<file path="src/rtl/xbar_switch_pkg.sv">
// Shared helpers for the registered crossbar: index-field width and round-robin pointer increment.
package xbar_switch_pkg;

  // Width of a port index field; a 2-port switch still needs one bit.
  function automatic int idx_w(input int n);
    return (n <= 2) ? 1 : $clog2(n);
  endfunction

  function automatic int rr_next(input int ptr, input int n);
    return (ptr + 1 >= n) ? 0 : ptr + 1;
  endfunction

endpackage

</file>
<file path="src/rtl/xbar_rr_arb.sv">
// Round-robin arbiter for one crossbar output; the pointer moves only when a grant is accepted.
module xbar_rr_arb import xbar_switch_pkg::*; #(
  parameter int N = 4,
  localparam int SW = idx_w(N)
) (
  input  logic          clk,
  input  logic          rst,
  input  logic [N-1:0]  req,
  input  logic          adv,
  output logic [N-1:0]  grant,
  output logic [SW-1:0] grant_idx
);

  logic [SW-1:0] ptr;

  // Search starts at ptr and wraps, so the first hit is the fairest requester.
  always_comb begin : search
    int  j;
    logic found;
    grant     = '0;
    grant_idx = '0;
    found     = 1'b0;
    for (int k = 0; k < N; k++) begin
      j = int'(ptr) + k;
      if (j >= N) j = j - N;
      if (!found && req[j]) begin
        grant[j]  = 1'b1;
        grant_idx = SW'(j);
        found     = 1'b1;
      end
    end
  end

  // NOTE: sequential state uses non-blocking assignment so every register samples pre-edge values.
  always_ff @(posedge clk or posedge rst) begin
    if (rst)      ptr <= '0;
    else if (adv) ptr <= SW'(rr_next(int'(grant_idx), N));
  end

endmodule

</file>
<file path="src/rtl/xbar_switch.sv">
// Registered NxN crossbar: per-output round-robin arbitration into a one-entry output register.
module xbar_switch import xbar_switch_pkg::*; #(
  parameter int DW = 8,
  parameter int N  = 4,
  localparam int SW = idx_w(N)
) (
  input  logic            clk,
  input  logic            rst,
  input  logic [N-1:0]    in_valid,
  input  logic [N*SW-1:0] in_dest,
  input  logic [N*DW-1:0] in_data,
  output logic [N-1:0]    in_ready,
  output logic [N-1:0]    out_valid,
  output logic [N*DW-1:0] out_data,
  output logic [N*SW-1:0] out_src,
  input  logic [N-1:0]    out_ready
);

  logic [N-1:0][N-1:0]  req;        // req[o][i]
  logic [N-1:0][N-1:0]  grant;      // grant[o][i]
  logic [N-1:0][SW-1:0] grant_idx;
  logic [N-1:0]         ld_ok;
  logic [N-1:0]         adv;

  // Out-of-range destinations match no output, so they are simply never granted.
  always_comb begin
    req      = '0;
    in_ready = '0;
    for (int o = 0; o < N; o++) begin
      for (int i = 0; i < N; i++)
        req[o][i] = in_valid[i] && (in_dest[i*SW +: SW] == SW'(o));
      ld_ok[o] = !out_valid[o] || out_ready[o];
      adv[o]   = ld_ok[o] && (|req[o]);
    end
    // A grant on output o implies in_dest[i] == o, so OR-ing over outputs is exact.
    for (int o = 0; o < N; o++)
      for (int i = 0; i < N; i++)
        if (ld_ok[o] && grant[o][i]) in_ready[i] = 1'b1;
  end

  for (genvar o = 0; o < N; o++) begin : g_arb
    xbar_rr_arb #(.N(N)) u_arb (
      .clk       (clk),
      .rst       (rst),
      .req       (req[o]),
      .adv       (adv[o]),
      .grant     (grant[o]),
      .grant_idx (grant_idx[o])
    );
  end

  // Loading whenever ld_ok covers push, pop-and-push and pop-to-empty in one rule.
  always_ff @(posedge clk or posedge rst) begin
    if (rst) begin
      out_valid <= '0;
      out_data  <= '0;
      out_src   <= '0;
    end else begin
      for (int o = 0; o < N; o++) begin
        if (ld_ok[o]) begin
          out_valid[o] <= |grant[o];
          if (|grant[o]) begin
            out_data[o*DW +: DW] <= in_data[int'(grant_idx[o])*DW +: DW];
            out_src[o*SW +: SW]  <= grant_idx[o];
          end
        end
      end
    end
  end

endmodule
</file>
<file path="config.mk">
export PLATFORM = sky130hd
export DESIGN_NAME = xbar_switch
export DESIGN_NICKNAME = d
export VERILOG_FILES = /design/src/rtl/xbar_switch_pkg.sv /design/src/rtl/xbar_rr_arb.sv /design/src/rtl/xbar_switch.sv
export SDC_FILE = /design/constraint.sdc
export NUM_CORES = 1
export LEC_CHECK = 0
export BUFFER_PORTS_ARGS = -buffer_cell sky130_fd_sc_hd__buf_2
export CELL_PAD_IN_SITES_DETAIL_PLACEMENT = 1
export CELL_PAD_IN_SITES_GLOBAL_PLACEMENT = 2
export CORE_MARGIN = 2
export CORE_UTILIZATION = 34
export CTS_BUF_LIST = sky130_fd_sc_hd__clkbuf_4 sky130_fd_sc_hd__clkbuf_8 sky130_fd_sc_hd__clkbuf_16
export CTS_CLUSTER_DIAMETER = 40
export DETAILED_ROUTE_END_ITERATION = 7
export HOLD_SLACK_MARGIN = 0.06
export PLACE_DENSITY = 0.8
export SYNTH_ARGS = -nofsm -noshare
export SYNTH_HDL_FRONTEND = slang
export SYNTH_SLANG_ARGS = --single-unit
</file>
<file path="constraint.sdc">
create_clock -name clk -period 4.89 [get_ports clk]
set_input_delay 0.7335 -clock clk [delete_from_list [all_inputs] [get_ports clk]]
set_output_delay 0.7335 -clock clk [all_outputs]
set_load 0.005 [all_outputs]
</file>
* Word-level counts from Yosys, hierarchy flattened
Cells that the tools add are included.
Word-level totals: flip-flop bits (word level) 52, bits of input ports 50, output and inout bits 48, word-level logic and storage cells 388
Cells by class: add/sub/neg operators 32, $lt $le $gt $ge 52, equality and inequality tests 12, shifts and indexed selects 4, multiplexer cells 160, bitwise operators 12, reductions and logical operators 100
Operators with widths (number):
- $ge 32x1->1 const B | 16
- $lt 32x4->1 const B | 16
- $mux 32 | 16
- $ge 32x4->1 const B | 12
- $sub 32x4->32 const B | 12
- $shiftx 32x6->8 | 4
- $mux 1 | 76
- $logic_and 1x1->1 | 64
- $mux 4 | 16
- $or 4x4->4 | 12
- $mux 2 | 20
- $bmux 1 s2 | 16
- $demux 1 s2 | 16
- $reduce_or 4->1 | 8
- $add 2x1->3 const B | 8
- $add 2x2->3 const B | 8
- $eq 2x2->1 const B | 8
- $logic_not 1->1 | 16
- $sub 2x3->4 const B | 4
- $ge 2x3->1 const B | 4
- $ge 3x3->1 const B | 4
- $eq 2x1->1 const B | 4
- $logic_not 2->1 | 4
- $reduce_and 2->1 | 4
- $logic_or 1x1->1 | 4

* Depth between registers and ports, before layout
depth in word-level cells 20, depth in mapped cells 13, depth with buffers taken out 10

* Cells and area by module
A second synthesis with hierarchy kept.
Second synthesis, totals: cells, all modules 402, area, all modules 4971.0 um^2
Modules (own cells, without submodules):
- xbar_switch | instances 1, cells an instance 182, area each 2874.0 um^2, seq. area each 1101.1 um^2
- xbar_rr_arb | instances 4, cells an instance 55, area each 524.3 um^2, seq. area each 50.0 um^2

* Worst setup path before layout
No wires, ideal clock.
kind register to register, from reg g_arb[1].u_arb.ptr[1], to reg out_data[13], library setup time 125 ps, arrival 3657 ps, data required time 4765 ps, slack 1107 ps, cell stages (with the launch flop) 12, buffers on the path 2, period minus slack after synthesis 3783 ps, path through dfrtp_1 > clkbuf_1 > inv_1 > ha_1 > clkbuf_1 > inv_1 > mux4_2 > nor4b_1 > nor3_1 > a21oi_2 > mux4_1 > mux2_4
Between the ends: word-level cells in the longest chain between the ends 17, elaborated cells on any way between the ends 70, those cells by class add/sub (7); order compare (12); shift (1); mux (35); bitwise (3); reduce/logical (12)
Ends and longest elaborated chain:
- from (decl) | RTL line xbar_rr_arb.sv:14 | logic [SW-1:0] ptr;
- from (signal assigned) | RTL line xbar_rr_arb.sv:37 | else if (adv) ptr <= SW'(rr_next(int'(grant_idx), N));
- branches (longest 17 deep; another with $sub 32x4->32)
- to (signal, indexed assignment) | RTL line xbar_switch.sv:63 | out_data[o*DW +: DW] <= in_data[int'(grant_idx[o])*DW +: DW];
- to (decl) | RTL line xbar_switch.sv:14 | output logic [N*DW-1:0] out_data,
Parallel ways; which one is timed is not known. The select of a mux whose other input is x is not followed. A chain may end at the register's enable or synchronous reset.

==> run_results.csv <==
group,metric,value,unit
status,status,"finished, final reports clean",
sta,relSlewSlack,40.7,%
yosys,synth_cells,515,
cts,clockBufferDepth,2,
yosys,synth-seq-cells,52,
job,maxCapViolCount,0,
pwr,p_per_area,699,nW/um2
sta,period_minus_slack,4.60,ns
placed_design,port_buffers,97,
global_route,grt_util_all_layers,20.8,%
sta,finalHoldViolCount,0,
die,die_x,127,um
sta,setup_tns,0,ns
yosys,synth_top_area_share,25.2,%
sta,clock.fmax,218,MHz
sta,min_period_over_period,94.0,%
pwr,finalPower,4.21,mW
sta,holdWs,0.511,ns
worst_setup_path,start_kind,"flop",
final_layout,stdcell_count,792,
final_layout,layout.nets,686,
sta,drv_slew,0,
placed_design,post-place-cells,784,
placed_design,dp.final_hpwl,12500,um
final_layout,final_area,6030,um2
final_layout,drive_above_1_share,33.9,%
routing,wl,16900,um
yosys,yosys.area.top_type,"dfrtp_1",
yosys,synth_cell_types,70,
yosys,yosysMostFrequentCell,"dfrtp_1",
pwr,p_leak,2.57,nW
yosys,syn-num-nets,598,
yosys,synth_area,5170,um2
sta,finalSetupViolCount,0,
cts,clk_pin_slew_worst_paths,0.08,ns
placed_design,gp_congestion,0.846,
global_route,gr-total-overflow,0,
global_route,grt_max_degree,53,
final_layout,area_growth,16.6,%
final_layout,antenna_cells,0,
worst_setup_path,worst_setup_path_end_kind,"primary output",
worst_hold_path,hold_class,"reg2reg",
cts,worstSkewPairLatency,0.30,ns
routing,drt-initial-drc-count,405,
yosys,ys_seq_area_share,25.2,%
worst_setup_path,setup.worst_path.class,"reg2out",
routing,ant_nets,0,
cts,cts_tree,"yes",
global_route,grt_pass1_wl,27100,um
worst_setup_path,crit_fanout,19,
worst_setup_path,crit_arrival,3.86,ns
yosys,synth_flop_cell,"dfrtp_1",
die,start_util,34.4,%
die,dieArea,16200,um2
cts,cts_resized,0,
routing,dr.pass1.iters,5,
cts,cts_hold_buffers,0,
global_route,first_global_vias,4938,
die,coreArea,15000,um2
sta,tightest_slew,0.888,ns
yosys,avgSynthCellArea,10.0,um2
yosys,synthTopCellsByArea,"dfrtp_1 25%, mux4_2 12%, ha_1 8.0%, mux2_2 7.0%, mux2i_1 6.4%",
sta,rsz0062_at_grt,"false",
cts,numCtsBuffers,5,
yosys,ys_top_cells_by_count,"52 x dfrtp_1, 33 x ha_1, 33 x mux2i_1, 33 x nor2_1, 32 x mux2_2",
routing,vias_per_cell,5.99,
routing,routedWlPerCell,21.3,um
yosys,async_reset_ff_share,100,%
die,rows,45,
cts,cts.sinks,52,
routing,vias,4741,
yosys,yosys_warnings,0,
worst_setup_path,worstPathRequired,4.16,ns
routing,drcViolationCount,0,
cts,htree_levels,2,
cts,post-cts-setup-buffers,0,
placed_design,postPlaceCellArea,5880,um2
die,io_pins,98,
cts,root_buffer,"clkbuf_16",
yosys,synth_edf_count,0,
pwr,vdd_drop_max,0.297,mV
die,dieHeight,127,um
global_route,grt_antenna_before_repair,0,
sta,skew,0.00796,ns
-- power breakdown --
| part | switching (mW) | total (mW) | internal, mW |
|---|---|---|---|
| Clock | 0.184 | 0.379 | 0.195 |
| Combinational | 1.53 | 2.97 | 1.44 |
| Sequential | 0.202 | 0.867 | 0.665 |
-- sequential cells by signal, summed over array words and instances (netlist names), named ones only --
name / flops
out_valid: 4
out_data: 32
out_src: 8
g_arb.u_arb.ptr: 5
-- stage by stage --
stage	utilization, %	setup slack, ns
2_1_floorplan	-	1.11
3_3_place_gp	39.1	0.905
3_5_place_dp	39.1	0.680
4_1_cts	40.1	0.335
5_1_grt	40.1	0.0654
6_report	40.1	0.293
-- cell usage in the layout (no fill, tap or decap), drive strengths merged, types with 6 or more instances in the layout --
| cell type | n |
|---|---|
| nand3 | 17 |
| or3 | 7 |
| nor2b | 9 |
| o21ai | 23 |
| mux4 | 31 |
| nand2 | 26 |
| dfrtp | 52 |
| and3b | 8 |
| o22ai | 6 |
| mux2 | 40 |
| a21oi | 17 |
| nand3b | 8 |
| and3 | 8 |
| buf | 111 |
| inv | 18 |
| a221oi | 15 |
| nor2 | 33 |
| mux2i | 34 |
| ha | 33 |
| nor3 | 17 |
-- layer usage --
metal,share of wire (%),vias to the layer above,track usage [%]
li1,-,2180,-
met1,44,2434,28.4
met5,0,-,0
met3,3.5,18,2.39
met2,51,109,36.0
met4,1.4,0,4.27
-- worst max-delay path: stages (launching register included) --
cell	delay (ns)
dfrtp_1	0.76
inv_1	0.34
ha_1	0.49
inv_1	0.19
mux4_2	0.56
nor2b_4	0.16
a222oi_1	0.38
a21oi_1	0.15
or3_1	0.39
buf_2	0.14
-- cells by family after synthesis --
logic type	after synthesis	synth area share [%]
AOI/OAI and AO/OA	113	15.5
xor gates and xnor gates	3	0.508
adders and majority gates	33	7.98
buffers and inverters	48	3.92
DFF	52	25.2
muxes	105	29.8
and+or+nand+nor	161	17.1
-- path summary, 6_finish.rpt --
path	end	slack, ns	cells after the start	start
setup / recovery	in_ready[1]	0.29	9	flop
hold / removal	out_data[16]	0.51	1	out_data[16]
setup reg to reg	out_src[3]	0.68	9	flop
hold reg to reg	out_data[16]	0.51	1	out_data[16]
max in group asynchronous	out_data[1]	3.79	3	rst
min in group asynchronous	g_arb[0].u_arb.ptr[0]	0.62	3	rst
-- final cells by class --
type | count | area [um2]
multi-input combinational | 415 | 3680
clock inverter | 3 | 27.5
sequential | 52 | 1300
inverter | 18 | 67.6
clock buffer | 5 | 125
timing repair buffer | 111 | 591
tap | 188 | 235
fill | 1722 | 9000
No activity file was read; power rests on OpenSTA's default activity.
